### config.mk
export PLATFORM = sky130hd
export DESIGN_NAME = calc_core_param_flat
export DESIGN_NICKNAME = d
export VERILOG_FILES = /design/src/rtl/calc_core_param_if.sv /design/src/rtl/calc_core_param.sv /design/src/flat_wrapper.sv
export SDC_FILE = /design/constraint.sdc
export NUM_CORES = 1
export LEC_CHECK = 0
export BUFFER_PORTS_ARGS = -buffer_cell sky130_fd_sc_hd__buf_2
export CORE_MARGIN = 1
export CORE_UTILIZATION = 45
export CTS_CLUSTER_DIAMETER = 50
export CTS_CLUSTER_SIZE = 24
export DETAILED_ROUTE_END_ITERATION = 12
export GPL_ROUTABILITY_DRIVEN = 1
export HOLD_SLACK_MARGIN = 0.1
export MAX_ROUTING_LAYER = met4
export PLACE_DENSITY_LB_ADDON = 0.2
export SYNTH_ARGS = -nofsm -noshare
export SYNTH_HDL_FRONTEND = slang
export SYNTH_SLANG_ARGS = --single-unit
export TNS_END_PERCENT = 20
### constraint.sdc
create_clock -name clock -period 4.5 [get_ports clock]
set_input_delay 0.675 -clock clock [delete_from_list [all_inputs] [get_ports clock]]
set_output_delay 0.675 -clock clock [all_outputs]
set_load 0.005 [all_outputs]
### src/rtl/calc_core_param_if.sv
// calc_core_param_if -- keypad-to-calculator link.
//   newkey/keycode   : one-cycle key event from the keypad scanner
//   value/sign       : sign-magnitude display register
//   ovw              : sticky overflow flag
//   busy             : multiplier running
//   key_drop         : one-cycle pulse for a key rejected while busy
//   mem_nz           : memory register non-zero (0 when memory is not built)
interface calc_core_param_if #(
  parameter int WIDTH = 16
);
  logic             newkey;
  logic [4:0]       keycode;
  logic [WIDTH-1:0] value;
  logic             sign;
  logic             ovw;
  logic             busy;
  logic             key_drop;
  logic             mem_nz;

  modport master (
    output newkey, keycode,
    input  value, sign, ovw, busy, key_drop, mem_nz
  );

  modport slave (
    input  newkey, keycode,
    output value, sign, ovw, busy, key_drop, mem_nz
  );
endinterface

### src/rtl/calc_core_param.sv
// calc_core_param -- parametrised keypad calculator core.
//   clock : rising-edge clock
//   reset : asynchronous active-low reset
//   kb    : calc_core_param_if slave (key events in, display/status out)
// Keeps a WIDTH-bit sign-magnitude display D and accumulator A, a pending
// operator and a 'fresh' entry flag. Add/sub resolve in one cycle; mul runs
// a WIDTH-cycle shift-add with busy asserted and other keys dropped.
// Optional memory register (M+, MR, MC) is built when CALC_MEMORY_EN is
// defined; otherwise those keycodes are ignored and mem_nz is tied low.
module calc_core_param #(
  parameter int WIDTH = 16
) (
  input logic              clock,
  input logic              reset,
  calc_core_param_if.slave kb
);

  localparam int CW = $clog2(WIDTH + 1);

  localparam logic [4:0] K_ADD = 5'h10;
  localparam logic [4:0] K_SUB = 5'h11;
  localparam logic [4:0] K_MUL = 5'h12;
  localparam logic [4:0] K_EQ  = 5'h13;
  localparam logic [4:0] K_BS  = 5'h14;
  localparam logic [4:0] K_CE  = 5'h15;
  localparam logic [4:0] K_CA  = 5'h16;
  localparam logic [4:0] K_TOG = 5'h17;
`ifdef CALC_MEMORY_EN
  localparam logic [4:0] K_MPLUS = 5'h18;
  localparam logic [4:0] K_MR    = 5'h19;
  localparam logic [4:0] K_MC    = 5'h1A;
`endif

  typedef enum logic [1:0] {ST_ENTRY, ST_MUL, ST_RESULT} state_t;
  typedef enum logic [1:0] {OP_NONE, OP_ADD, OP_SUB, OP_MUL} op_t;

  state_t             state_q, state_d;
  op_t                op_q, op_d, key_op;
  logic [WIDTH-1:0]   d_mag_q, d_mag_d, a_mag_q, a_mag_d;
  logic               d_sign_q, d_sign_d, a_sign_q, a_sign_d;
  logic               fresh_q, fresh_d, ovw_q, ovw_d;
  logic               busy_q, busy_d, key_drop_q, key_drop_d;
  logic [2*WIDTH-1:0] prod_q, prod_d, mcand_q, mcand_d, prod_nxt;
  logic [WIDTH-1:0]   mplier_q, mplier_d, mul_mag;
  logic [CW-1:0]      cnt_q, cnt_d;
  logic               mul_sign_q, mul_sign_d, to_acc_q, to_acc_d;
  logic               start_mul, is_ca;
  logic [WIDTH+1:0]   ev;
`ifdef CALC_MEMORY_EN
  logic [WIDTH-1:0]   mem_mag_q, mem_mag_d;
  logic               mem_sign_q, mem_sign_d, mem_nz_q, mem_nz_d;
  logic [WIDTH+1:0]   mem_ev;
`endif

  // Signed add/sub on WIDTH+2 bits, returned as {overflow, sign, magnitude}.
  // A zero magnitude (including an overflowed one) always reports +0.
  function automatic logic [WIDTH+1:0] addsub(
    input logic sa, input logic [WIDTH-1:0] ma,
    input logic sb, input logic [WIDTH-1:0] mb,
    input logic sub
  );
    logic signed [WIDTH+1:0] x, y, r, r_abs;
    logic [WIDTH-1:0]        mag;
    x = $signed({2'b00, ma});
    if (sa) x = -x;
    y = $signed({2'b00, mb});
    if (sb ^ sub) y = -y;
    r     = x + y;
    r_abs = r[WIDTH+1] ? -r : r;
    mag   = r_abs[WIDTH-1:0];
    return {|r_abs[WIDTH+1:WIDTH], r[WIDTH+1] && (mag != '0), mag};
  endfunction

  always_comb begin
    unique case (kb.keycode)
      K_SUB:   key_op = OP_SUB;
      K_MUL:   key_op = OP_MUL;
      default: key_op = OP_ADD;
    endcase
  end

  always_comb begin
    state_d    = state_q;
    op_d       = op_q;
    d_mag_d    = d_mag_q;
    d_sign_d   = d_sign_q;
    a_mag_d    = a_mag_q;
    a_sign_d   = a_sign_q;
    fresh_d    = fresh_q;
    ovw_d      = ovw_q;
    busy_d     = busy_q;
    key_drop_d = 1'b0;
    prod_d     = prod_q;
    mcand_d    = mcand_q;
    mplier_d   = mplier_q;
    cnt_d      = cnt_q;
    mul_sign_d = mul_sign_q;
    to_acc_d   = to_acc_q;
    start_mul  = 1'b0;
    is_ca      = kb.newkey && (kb.keycode == K_CA);
    ev         = addsub(a_sign_q, a_mag_q, d_sign_q, d_mag_q, op_q == OP_SUB);
    prod_nxt   = prod_q + (mplier_q[0] ? mcand_q : '0);
    mul_mag    = prod_nxt[WIDTH-1:0];
`ifdef CALC_MEMORY_EN
    mem_mag_d  = mem_mag_q;
    mem_sign_d = mem_sign_q;
    mem_ev     = addsub(mem_sign_q, mem_mag_q, d_sign_q, d_mag_q, 1'b0);
`endif

    unique case (state_q)
      ST_MUL: begin
        if (kb.newkey) key_drop_d = 1'b1;
        prod_d   = prod_nxt;
        mcand_d  = {mcand_q[2*WIDTH-2:0], 1'b0};
        mplier_d = {1'b0, mplier_q[WIDTH-1:1]};
        cnt_d    = cnt_q + 1'b1;
        // Last iteration writes the result on the same edge busy drops.
        if (cnt_q == CW'(WIDTH - 1)) begin
          d_mag_d  = mul_mag;
          d_sign_d = mul_sign_q && (mul_mag != '0);
          if (to_acc_q) begin
            a_mag_d  = mul_mag;
            a_sign_d = mul_sign_q && (mul_mag != '0);
          end
          ovw_d   = ovw_q | (|prod_nxt[2*WIDTH-1:WIDTH]);
          busy_d  = 1'b0;
          state_d = ST_RESULT;
        end
      end
      default: begin
        if (state_q == ST_RESULT) state_d = ST_ENTRY;
        if (kb.newkey) begin
          if (!kb.keycode[4]) begin
            if (fresh_q) begin
              d_mag_d  = WIDTH'(kb.keycode[3:0]);
              d_sign_d = 1'b0;
              fresh_d  = 1'b0;
              ovw_d    = 1'b0;
            end else if (d_mag_q[WIDTH-1:WIDTH-4] == 4'h0) begin
              d_mag_d = {d_mag_q[WIDTH-5:0], kb.keycode[3:0]};
            end
          end else begin
            case (kb.keycode)
              K_ADD, K_SUB, K_MUL: begin
                if (op_q != OP_NONE && !fresh_q) begin
                  if (op_q == OP_MUL) begin
                    start_mul = 1'b1;
                    to_acc_d  = 1'b1;
                  end else begin
                    d_mag_d  = ev[WIDTH-1:0];
                    d_sign_d = ev[WIDTH];
                    a_mag_d  = ev[WIDTH-1:0];
                    a_sign_d = ev[WIDTH];
                    ovw_d    = ovw_q | ev[WIDTH+1];
                  end
                end else begin
                  a_mag_d  = d_mag_q;
                  a_sign_d = d_sign_q;
                end
                op_d    = key_op;
                fresh_d = 1'b1;
              end
              K_EQ: begin
                if (op_q == OP_MUL) begin
                  start_mul = 1'b1;
                  to_acc_d  = 1'b0;
                end else if (op_q != OP_NONE) begin
                  d_mag_d  = ev[WIDTH-1:0];
                  d_sign_d = ev[WIDTH];
                  ovw_d    = ovw_q | ev[WIDTH+1];
                end
                op_d    = OP_NONE;
                fresh_d = 1'b1;
              end
              K_BS: begin
                if (!fresh_q) begin
                  d_mag_d = d_mag_q >> 4;
                  if (d_mag_q[WIDTH-1:4] == '0) d_sign_d = 1'b0;
                end
              end
              K_CE: begin
                d_mag_d  = '0;
                d_sign_d = 1'b0;
                ovw_d    = 1'b0;
                fresh_d  = 1'b0;
              end
              K_TOG: begin
                if (d_mag_q != '0) d_sign_d = ~d_sign_q;
              end
`ifdef CALC_MEMORY_EN
              K_MPLUS: begin
                mem_mag_d  = mem_ev[WIDTH-1:0];
                mem_sign_d = mem_ev[WIDTH];
                ovw_d      = ovw_q | mem_ev[WIDTH+1];
              end
              K_MR: begin
                d_mag_d  = mem_mag_q;
                d_sign_d = mem_sign_q;
                fresh_d  = 1'b0;
              end
              K_MC: begin
                mem_mag_d  = '0;
                mem_sign_d = 1'b0;
              end
`endif
              default: ;
            endcase
          end
        end
      end
    endcase

    if (start_mul) begin
      prod_d     = '0;
      mcand_d    = {{WIDTH{1'b0}}, a_mag_q};
      mplier_d   = d_mag_q;
      cnt_d      = '0;
      mul_sign_d = a_sign_q ^ d_sign_q;
      busy_d     = 1'b1;
      state_d    = ST_MUL;
    end

    // CA wins in every state, including an in-flight multiply; memory survives.
    if (is_ca) begin
      state_d    = ST_ENTRY;
      op_d       = OP_NONE;
      d_mag_d    = '0;
      d_sign_d   = 1'b0;
      a_mag_d    = '0;
      a_sign_d   = 1'b0;
      fresh_d    = 1'b0;
      ovw_d      = 1'b0;
      busy_d     = 1'b0;
      key_drop_d = 1'b0;
    end
`ifdef CALC_MEMORY_EN
    mem_nz_d = (mem_mag_d != '0);
`endif
  end

  always_ff @(posedge clock or negedge reset) begin
    if (!reset) begin
      state_q    <= ST_ENTRY;
      op_q       <= OP_NONE;
      d_mag_q    <= '0;
      d_sign_q   <= 1'b0;
      a_mag_q    <= '0;
      a_sign_q   <= 1'b0;
      fresh_q    <= 1'b0;
      ovw_q      <= 1'b0;
      busy_q     <= 1'b0;
      key_drop_q <= 1'b0;
      prod_q     <= '0;
      mcand_q    <= '0;
      mplier_q   <= '0;
      cnt_q      <= '0;
      mul_sign_q <= 1'b0;
      to_acc_q   <= 1'b0;
    end else begin
      state_q    <= state_d;
      op_q       <= op_d;
      d_mag_q    <= d_mag_d;
      d_sign_q   <= d_sign_d;
      a_mag_q    <= a_mag_d;
      a_sign_q   <= a_sign_d;
      fresh_q    <= fresh_d;
      ovw_q      <= ovw_d;
      busy_q     <= busy_d;
      key_drop_q <= key_drop_d;
      prod_q     <= prod_d;
      mcand_q    <= mcand_d;
      mplier_q   <= mplier_d;
      cnt_q      <= cnt_d;
      mul_sign_q <= mul_sign_d;
      to_acc_q   <= to_acc_d;
    end
  end

`ifdef CALC_MEMORY_EN
  always_ff @(posedge clock or negedge reset) begin
    if (!reset) begin
      mem_mag_q  <= '0;
      mem_sign_q <= 1'b0;
      mem_nz_q   <= 1'b0;
    end else begin
      mem_mag_q  <= mem_mag_d;
      mem_sign_q <= mem_sign_d;
      mem_nz_q   <= mem_nz_d;
    end
  end
  assign kb.mem_nz = mem_nz_q;
`else
  assign kb.mem_nz = 1'b0;
`endif

  assign kb.value    = d_mag_q;
  assign kb.sign     = d_sign_q;
  assign kb.ovw      = ovw_q;
  assign kb.busy     = busy_q;
  assign kb.key_drop = key_drop_q;

endmodule

### src/flat_wrapper.sv
// flat-port wrapper written by rule: the top's interface ports become plain ports
module calc_core_param_flat 
#(
  parameter int WIDTH = 16
)
  (clock, reset, kb_newkey, kb_keycode, kb_value, kb_sign, kb_ovw, kb_busy, kb_key_drop, kb_mem_nz);
  calc_core_param_if #(.WIDTH(WIDTH)) kb_i ();
  input logic clock;
  input logic reset;
  input wire logic [$bits(kb_i.newkey)-1:0] kb_newkey;
  input wire logic [$bits(kb_i.keycode)-1:0] kb_keycode;
  output wire logic [$bits(kb_i.value)-1:0] kb_value;
  output wire logic [$bits(kb_i.sign)-1:0] kb_sign;
  output wire logic [$bits(kb_i.ovw)-1:0] kb_ovw;
  output wire logic [$bits(kb_i.busy)-1:0] kb_busy;
  output wire logic [$bits(kb_i.key_drop)-1:0] kb_key_drop;
  output wire logic [$bits(kb_i.mem_nz)-1:0] kb_mem_nz;
  assign kb_i.newkey = kb_newkey;
  assign kb_i.keycode = kb_keycode;
  assign kb_value = kb_i.value;
  assign kb_sign = kb_i.sign;
  assign kb_ovw = kb_i.ovw;
  assign kb_busy = kb_i.busy;
  assign kb_key_drop = kb_i.key_drop;
  assign kb_mem_nz = kb_i.mem_nz;
  calc_core_param #(.WIDTH(WIDTH)) u_core (.clock(clock), .reset(reset), .kb(kb_i));
endmodule
==> metrics, run 1 <==
outcome=finished clean; number of synthesized flops with an enable pin=0; post-synth cell types=89; Fillers=2150; setup TNS=0 ns; cells after synthesis=1307; Routability Congestion=0.951; post-synthesis sequential area ratio=30.5%; arrival time worst endpoint=4.80 ns; DP Worst Slack=-0.110 ns; RR Startpoint=u_core.op_q[0]$_DFFE_PN0P_; fin worst setup slack=0.0102 ns; starting density of the core=46.3%; I/O Buffers=27; Setup-failing EPs final=0; Vias=10309; Avg Cell Area, Syn=8.10 um2; most frequent cells in the layout=184 x nand2_1, 129 x dfrtp_1, 127 x buf_4, 123 x o21ai_0, 92 x nor2_1; Worst Setup End Kind=flop; predominant post-synthesis flop cell=dfrtp_1; Mapped Nets=1371; R2R depth=19; critical path launch point type=flop; Layout area overhead=20.0%; worst endpoint required time=4.81 ns; Ports=29; clock sink count=129; mapped cell area=10600 um2; GR Overflow Total=0; Tcrit/Tclk final=99.8%; gr usage total=29.9%; first-pass GRT wire length=54.3 mm; final antenna-violating net count=0; unrepaired setup endpoints after global routing=true; DR iter-0 viols=1019; layout net count=1463; fmax=223 MHz; DRT Pass-1 Iters=6; post-DR vias/cell=5.98; Core Util, Final=55.6%; Async SR Flop Fraction=100%; Rel. slew slack=23.5%; initial antenna violation count=2; share of cells above drive strength 1=19.8%; Post-CTS Hold Fix Bufs=0; DRC viols=0; number of global-route vias before repair=9600; critical path class=flop to flop; most common cell after layout, fill and taps aside=nand2_1; Root Driver=clkbuf_16; CTS clk-pin slew, worst paths=0.06 ns; clock skew=0.0130 ns; Hold Fails Final Rpt=0; clk buf depth=2; maxcap violations=0; Reg2Reg Setup Slack=0.01 ns; Worst Max-Slew Pin Slew=1.14 ns; CTS tree=built; Post-DP HPWL=25.3 mm; Die Wd=155 um; worst r2r dst=u_core.a_mag_q[15]$_DFFE_PN0P_; row cnt=55; max-slew violation count=0; largest net degree at the start of global routing=106; H-Tree Level Count=4; die area=24100 um2; WL per Instance=19.9 um; crit-path max FO=5; CORE AREA=22800 um2; worst skew pair latency=0.42 ns; worst hold margin=0.237 ns; Num CTS Buffers=17; final wirelength=34.3 mm; worst min path class=input pin to async pin; die height=155 um; yosys synthesis warning count=0; post-layout min period=4.49 ns; Yosys reg bits=129
-- how the worst max path moves through the flow --
stage                                              start                               to  slack, ns  cells past startpoint
after floorplan           u_core.kb.value[4]$_DFFE_PN0P_  u_core.kb.value[15]$_DFFE_PN0P_       0.15                     18
after global placement    u_core.kb.value[6]$_DFFE_PN0P_  u_core.kb.value[15]$_DFFE_PN0P_       0.01                     17
after detailed placement  u_core.kb.value[6]$_DFFE_PN0P_  u_core.kb.value[15]$_DFFE_PN0P_      -0.11                     18
after CTS                 u_core.kb.value[6]$_DFFE_PN0P_  u_core.kb.value[15]$_DFFE_PN0P_       0.02                     17
after global routing       u_core.a_mag_q[3]$_DFFE_PN0P_      u_core.a_sign_q$_DFFE_PN0P_      -0.13                     18
final                         u_core.op_q[0]$_DFFE_PN0P_   u_core.a_mag_q[15]$_DFFE_PN0P_       0.01                     19
-- cell type report --
type	count	area (um2)	area share (%)
Antenna cell	1	2.50	0.0197
Clock buffer	19	453	3.57
Sequential cell	129	3230	25.4
Multi-Input combinational cell	1068	7280	57.3
Timing Repair Buffer	157	1140	8.95
Inverter	26	97.6	0.768
Tap cell	313	392	3.08
Clock inverter	12	110	0.867
-- sequential cells by signal, indices dropped and copies added, names as in the netlist, 2 cells and up --
name / flops
u_core.mcand_q: 32
u_core.prod_q: 32
u_core.a_mag_q: 16
u_core.kb.value: 16
u_core.mplier_q: 16
u_core.cnt_q: 5
u_core.op_q: 2
u_core.state_q: 2
-- critical path: stages (launching register included) --
cell	delay, ns
dfrtp_1	0.37
nand2b_1	0.21
xnor2_2	0.30
buf_4	0.19
o31ai_1	0.09
xnor2_1	0.14
ha_1	0.35
a21o_4	0.27
a211oi_1	0.63
o31ai_4	0.11
o21a_1	0.25
buf_4	0.15
o21ai_2	0.11
a21boi_0	0.10
buf_4	0.15
o211a_1	0.25
or2_4	0.25
mux2i_1	0.16
o21ai_1	0.07
a22o_1	0.21
-- per-stage QoR --
step | cell area (um2) | cells
floorplan | 10600 | 1307
global placement | 11700 | 1684
detailed placement | 11700 | 1684
CTS | 12300 | 1717
global route | 12700 | 1725
finish | 12700 | 1725
-- cell usage after synthesis (15+ instances only) --
cell      number  area, um2
ha_1          54        676
a21oi_1       90        450
nor2_1        94        353
nand2_1      186        698
o21ai_0      131        656
a22o_1        21        184
and2_1        37        231
and3_1        17        106
xor2_1        22        193
nand3_1       29        145
xnor2_1       51        447
a211oi_1      19        143
mux2i_1       40        400
a31oi_1       16        100
nor3_1        19       95.1
inv_1         26       97.6
dfrtp_1      129       3230
clkbuf_1      68        255
a21o_1        15        113
-- metal layers --
| metal | part of all wire (%) | up-vias | track usage, % |
|---|---|---|---|
| li1 | - | 4925 | - |
| met1 | 47 | 4971 | 43.0 |
| met2 | 44 | 356 | 43.1 |
| met3 | 7.2 | 57 | 5.24 |
| met4 | 2.1 | 0 | 7.47 |
| met5 | 0 | - | - |
-- kinds of logic (layout without fill, tap and decap cells) --
group                      after synthesis  count (layout)  synth area share, %
AOI/OAI and AO/OA                      413             413                 25.5
and+or+nand+nor                        479             479                 22.3
adders and majority gates               56              56                 6.76
buffers and inverters                  110             214                 4.26
muxes                                   44              44                 4.21
other                                    1               2               0.0354
xor gates and xnor gates                75              75                 6.45
DFF                                    129             129                 30.5
-- repair_timing --
item / 4_1_cts / 5_1_grt
resized for setup: 8 / 67
hold endpoints to repair: 0 / 0
setup endpoints to repair: 7 / 24
pin swaps: 1 / 27
buffers inserted: 2 / 7
Power of run 1 is not shown: default switching activity piles up to over one toggle a cycle in this logic, so the estimate is an artifact.
==> run 2, diff against run 1 <==
- clock period: 4.5 -> 5.4 ns (I/O delays scaled with it)
==> metrics, run 2 (synthesized netlist as in run 1, its figures left out) <==
most common cell after layout, fill and taps aside=nand2_1; number of global-route vias before repair=9191 (-4.3%); Setup-failing EPs final=0 (unchanged); gr usage total=28.5% (-1.4 points); post-DR vias/cell=6.06 (+1.5%); Vias=9848 (-4.5%); DRC viols=0 (unchanged); starting density of the core=46.3% (unchanged); largest net degree at the start of global routing=95 (-10%); post-CTS resize count=0 (-8); worst min path class=input pin to async pin; Top Registers=u_core.mcand_q: 32 flops, u_core.prod_q: 32 flops; Reg2Reg Setup Slack=0.62 ns (+0.61 ns); DRT Pass-1 Iters=5 (-1); RR Startpoint=u_core.a_mag_q[5]$_DFFE_PN0P_; row cnt=55 (unchanged); share of cells above drive strength 1=9.47% (-10 points); CTS clk-pin slew, worst paths=0.06 ns (about the same); CORE AREA=22800 um2 (unchanged); Layout area overhead=9.79%; maxcap violations=0 (unchanged); Root Driver=clkbuf_16; unrepaired setup endpoints after global routing=false; max-slew violation count=0 (unchanged); critical path launch point type=flop; most frequent cells in the layout=186 x nand2_1, 131 x o21ai_0, 129 x dfrtp_1, 94 x nor2_1, 89 x a21oi_1; CP max stage cell=or4_4; crit-path max FO=6 (+1); arrival time worst endpoint=5.09 ns (+0.29 ns); setup TNS=0 ns (unchanged); Tcrit/Tclk final=88.5% (-11 points); die area=24100 um2 (unchanged); Ports=29 (unchanged); die height=155 um (unchanged); Worst Setup End Kind=flop; fmax=209 MHz (-6.0%); I/O Buffers=27 (unchanged); Num CTS Buffers=17 (unchanged); Die Wd=155 um (unchanged); final antenna-violating net count=0 (unchanged); WL per Instance=19.9 um (about the same); critical path class=flop to flop; Rel. slew slack=24.9% (+1.3 points); DR iter-0 viols=745 (-27%); final wirelength=32.3 mm (-5.9%); post-layout min period=4.78 ns (+0.287 ns); worst endpoint required time=5.71 ns (+0.90 ns); outcome=finished clean; worst r2r dst=u_core.kb.value[15]$_DFFE_PN0P_; R2R depth=18 (-1); CTS tree=built; clock sink count=129 (unchanged); Worst Max-Slew Pin Slew=1.12 ns (-0.0190 ns); Post-CTS Hold Fix Bufs=0 (unchanged); initial antenna violation count=1 (-1); CP max stage delay=0.51 ns (-0.12 ns); H-Tree Level Count=4 (unchanged); GR Overflow Total=0 (unchanged); most used cell, CP=o31ai_1; clk buf depth=2 (unchanged); Hold Fails Final Rpt=0 (unchanged); first-pass GRT wire length=51.7 mm (-4.9%); Routability Congestion=0.994 (+4.5%); worst skew pair latency=0.43 ns (about the same); crit-path cells=nor4_1, buf_4, nor2b_1, nand3b_1, o31ai_1, xnor2_1, ha_1, a21o_1, a221oi_1, o31ai_1, nor3_1, o22ai_1, or4_4, o211a_1, or2_1, a31oi_1, o21ai_1, a22o_1; layout net count=1361 (-7.0%); total setup buffers inserted after CTS=0 (-2); clock skew=0.0118 ns (-0.00117 ns); Post-DP HPWL=23.5 mm (-7.2%)
==> run 2: cell types whose count changed in the layout (fill, tap and decap cells not counted), moves of 5 or more <==
cell | before | now
o21ai_1 | 11 | 5
buf_4 | 127 | 28
o21ai_0 | 123 | 131
inv_6 | 1 | 6
==> run 2: metal layers <==
metal | up-vias | GRT usage [%] | part of all wire [%]
met4 | 0 | 12.3 | 3.8
met1 | 4740 | 38.7 | 47
met2 | 310 | 40.9 | 43
li1 | 4728 | - | -
met3 | 70 | 5.63 | 6.2
met5 | - | - | 0
==> run 2: final cells by class <==
type	instances	area, um2
clock inverters	13	171
well taps	313	392
repair buffers	55	352
multi-input cells	1068	6930
fillers	2229	11200
diodes	1	2.50
inverters	26	97.6
clock buffers	19	443
flip-flops and latches	129	3230
==> run 2: worst max-delay path by stage <==
stage	from	endpoint	slack [ns]	depth (start not counted)
finish	u_core.a_mag_q[5]$_DFFE_PN0P_	u_core.kb.value[15]$_DFFE_PN0P_	0.62	18
global route	u_core.kb.value[6]$_DFFE_PN0P_	u_core.a_sign_q$_DFFE_PN0P_	0.22	17
CTS	u_core.op_q[0]$_DFFE_PN0P_	u_core.a_sign_q$_DFFE_PN0P_	0.69	17
detailed placement	u_core.op_q[0]$_DFFE_PN0P_	u_core.a_sign_q$_DFFE_PN0P_	0.72	17
global placement	u_core.kb.value[2]$_DFFE_PN0P_	u_core.kb.value[15]$_DFFE_PN0P_	0.78	16
floorplan	u_core.kb.value[4]$_DFFE_PN0P_	u_core.kb.value[15]$_DFFE_PN0P_	1.05	18
==> run 2: stage by stage <==
step	setup slack [ns]	cell area [um2]	hold WS, ns	util [%]	cells
6_report	0.623	11600	0.431	50.9	1624
5_1_grt	0.221	11600	0.520	50.9	1624
4_1_cts	0.695	11600	0.496	50.8	1623
3_5_place_dp	0.720	11000	0.473	48.2	1591
3_3_place_gp	0.782	11000	0.468	48.2	1591
2_1_floorplan	1.05	10600	0.450	-	1307
==> run 2: worst max-delay path: cells and delay by family, from the launching register on <==
kind                       cells  cell delay (ns)
xor gates and xnor gates       1             0.15
DFF                            1             0.45
AOI/OAI and AO/OA              9             1.86
and+or+nand+nor                6             1.70
buffers and inverters          1             0.19
adders and majority gates      1             0.32
Power of run 2 is left out for the same reason.
==> run 3, diff against run 2 <==
- clock period: 5.4 -> 5.5 ns (I/O delays scaled with it)
==> metrics, run 3 (synthesized netlist as in run 1, its figures left out) <==
number of global-route vias before repair=9047 (-1.6%); WL per Instance=19.9 um (-0.16%); R2R depth=17 (-1); CORE AREA=22800 um2 (unchanged); post-layout min period=4.93 ns (+0.153 ns); Routability Congestion=0.996 (+0.23%); starting density of the core=46.3% (unchanged); Core Util, Final=50.6% (-0.22 points); largest net degree at the start of global routing=88 (-7.4%); worst min path class=input pin to async pin; Tcrit/Tclk final=89.6% (+1.2 points); CP max stage delay=0.57 ns (+0.06 ns); share of cells above drive strength 1=9.47% (about the same); CTS tree=built; most common cell after layout, fill and taps aside=nand2_1; Setup-failing EPs final=0 (unchanged); CP max stage cell=or4_4; worst skew pair latency=0.44 ns (about the same); Die Wd=155 um (unchanged); total setup buffers inserted after CTS=0 (unchanged); Ports=29 (unchanged); layout net count=1360 (-0.073%); Vias=9885 (+0.38%); DRT Pass-1 Iters=5 (unchanged); met1 wire length=14.9 mm (-2.6%); CTS clk-pin slew, worst paths=0.06 ns (about the same); Num CTS Buffers=17 (unchanged); unrepaired setup endpoints after global routing=false; worst r2r dst=u_core.kb.value[15]$_DFFE_PN0P_; Layout area overhead=9.32%; first-pass GRT wire length=51.2 mm (-0.99%); arrival time worst endpoint=5.25 ns (+0.16 ns); I/O Buffers=27 (unchanged); Worst Setup End Kind=flop; met3 WL post-DR=2.43 mm (+21%); max-slew violation count=0 (unchanged); highest routed metal layer=met4; die area=24100 um2 (unchanged); Rel. slew slack=22.6% (-2.3 points); Top delay family on crit path=simple AND/OR/NAND/NOR gates; die height=155 um (unchanged); post-DR vias/cell=6.09 (+0.50%); initial antenna violation count=1 (unchanged); clock skew=0.0107 ns (-0.00104 ns); GR Overflow Total=0 (unchanged); WP buf/inv=0 (-1); WL met2=13.9 mm (+0.95%); Reg2Reg Setup Slack=0.57 ns (-0.05 ns); critical path class=flop to flop; H-Tree Level Count=4 (unchanged); crit-path cells=or4_4, nor3_4, nand3_1, o31ai_1, xnor2_1, ha_1, and2_1, a221oi_1, o31ai_1, nor3_1, o22ai_1, or4_4, o211a_1, or2_1, a31oi_1, o21ai_1, a22o_1; worst endpoint required time=5.82 ns (+0.11 ns); gr usage total=28.3% (-0.16 points); Top Registers=u_core.mcand_q: 32 flops, u_core.prod_q: 32 flops; critical path launch point type=flop; outcome=finished clean; post-CTS resize count=0 (unchanged); clock sink count=129 (unchanged); antenna diode count=0 (-1); DR iter-0 viols=932 (+25%); Fillers=2226 (-0.13%); Post-CTS Hold Fix Bufs=0 (unchanged); fmax=203 MHz (-3.1%); Post-DP HPWL=23.6 mm (+0.18%); Hold Fails Final Rpt=0 (unchanged); Root Driver=clkbuf_16; RR Startpoint=u_core.kb.value[7]$_DFFE_PN0P_; clk buf depth=2 (unchanged); maxcap violations=0 (unchanged); DRC viols=0 (unchanged); most frequent cells in the layout=186 x nand2_1, 131 x o21ai_0, 129 x dfrtp_1, 94 x nor2_1, 89 x a21oi_1; row cnt=55 (unchanged); final antenna-violating net count=0 (unchanged); crit-path max FO=6 (unchanged); setup TNS=0 ns (unchanged); Worst Max-Slew Pin Slew=1.16 ns (+0.0326 ns); final wirelength=32.2 mm (-0.28%)
## run 3: worst max-delay path by stage
stage / startpoint / to / cells after the start
2_1_floorplan: u_core.kb.value[4]$_DFFE_PN0P_ / u_core.kb.value[15]$_DFFE_PN0P_ / 18
3_3_place_gp: u_core.kb.value[6]$_DFFE_PN0P_ / u_core.kb.value[15]$_DFFE_PN0P_ / 17
3_5_place_dp: u_core.kb.value[7]$_DFFE_PN0P_ / u_core.kb.value[15]$_DFFE_PN0P_ / 17
4_1_cts: u_core.kb.value[7]$_DFFE_PN0P_ / u_core.kb.value[15]$_DFFE_PN0P_ / 17
5_1_grt: u_core.a_mag_q[6]$_DFFE_PN0P_ / u_core.kb.ovw$_DFFE_PN0P_ / 15
6_report: u_core.kb.value[7]$_DFFE_PN0P_ / u_core.kb.value[15]$_DFFE_PN0P_ / 17
## run 3: metal layers
layer | vias to the layer above | track usage (%)
li1 | 4719 | -
met1 | 4767 | 39.4
met2 | 339 | 40.7
met3 | 60 | 5.04
met4 | 0 | 10.7
met5 | - | -
## run 3: layout make-up
| type | count | area [um2] | area share [%] |
|---|---|---|---|
| multi-input combinational | 1068 | 6930 | 59.9 |
| clock inverter | 15 | 149 | 1.29 |
| tap | 313 | 392 | 3.38 |
| sequential | 129 | 3230 | 27.9 |
| clock buffer | 17 | 425 | 3.68 |
| timing repair buffer | 54 | 344 | 2.97 |
| inverter | 26 | 97.6 | 0.844 |
## run 3: worst reg2reg max path: stages, from the launching register on
cell and delay, ns:
dfrtp_1 0.39, or4_4 0.57, nor3_4 0.28, nand3_1 0.27, o31ai_1 0.31, xnor2_1 0.10
ha_1 0.37, and2_1 0.20, a221oi_1 0.38, o31ai_1 0.16, nor3_1 0.24, o22ai_1 0.18
or4_4 0.51, o211a_1 0.16, or2_1 0.24, a31oi_1 0.17, o21ai_1 0.07, a22o_1 0.22
## run 3: stage by stage
step / hold WS, ns / area (um2) / worst slack, ns / std cells
2_1_floorplan: 0.450 / 10600 / 1.15 / 1307
3_3_place_gp: 0.462 / 11000 / 0.761 / 1590
3_5_place_dp: 0.478 / 11000 / 0.692 / 1590
4_1_cts: 0.488 / 11600 / 0.685 / 1622
5_1_grt: 0.508 / 11600 / 0.270 / 1622
6_report: 0.432 / 11600 / 0.569 / 1622
Power of run 3 is left out for the same reason.
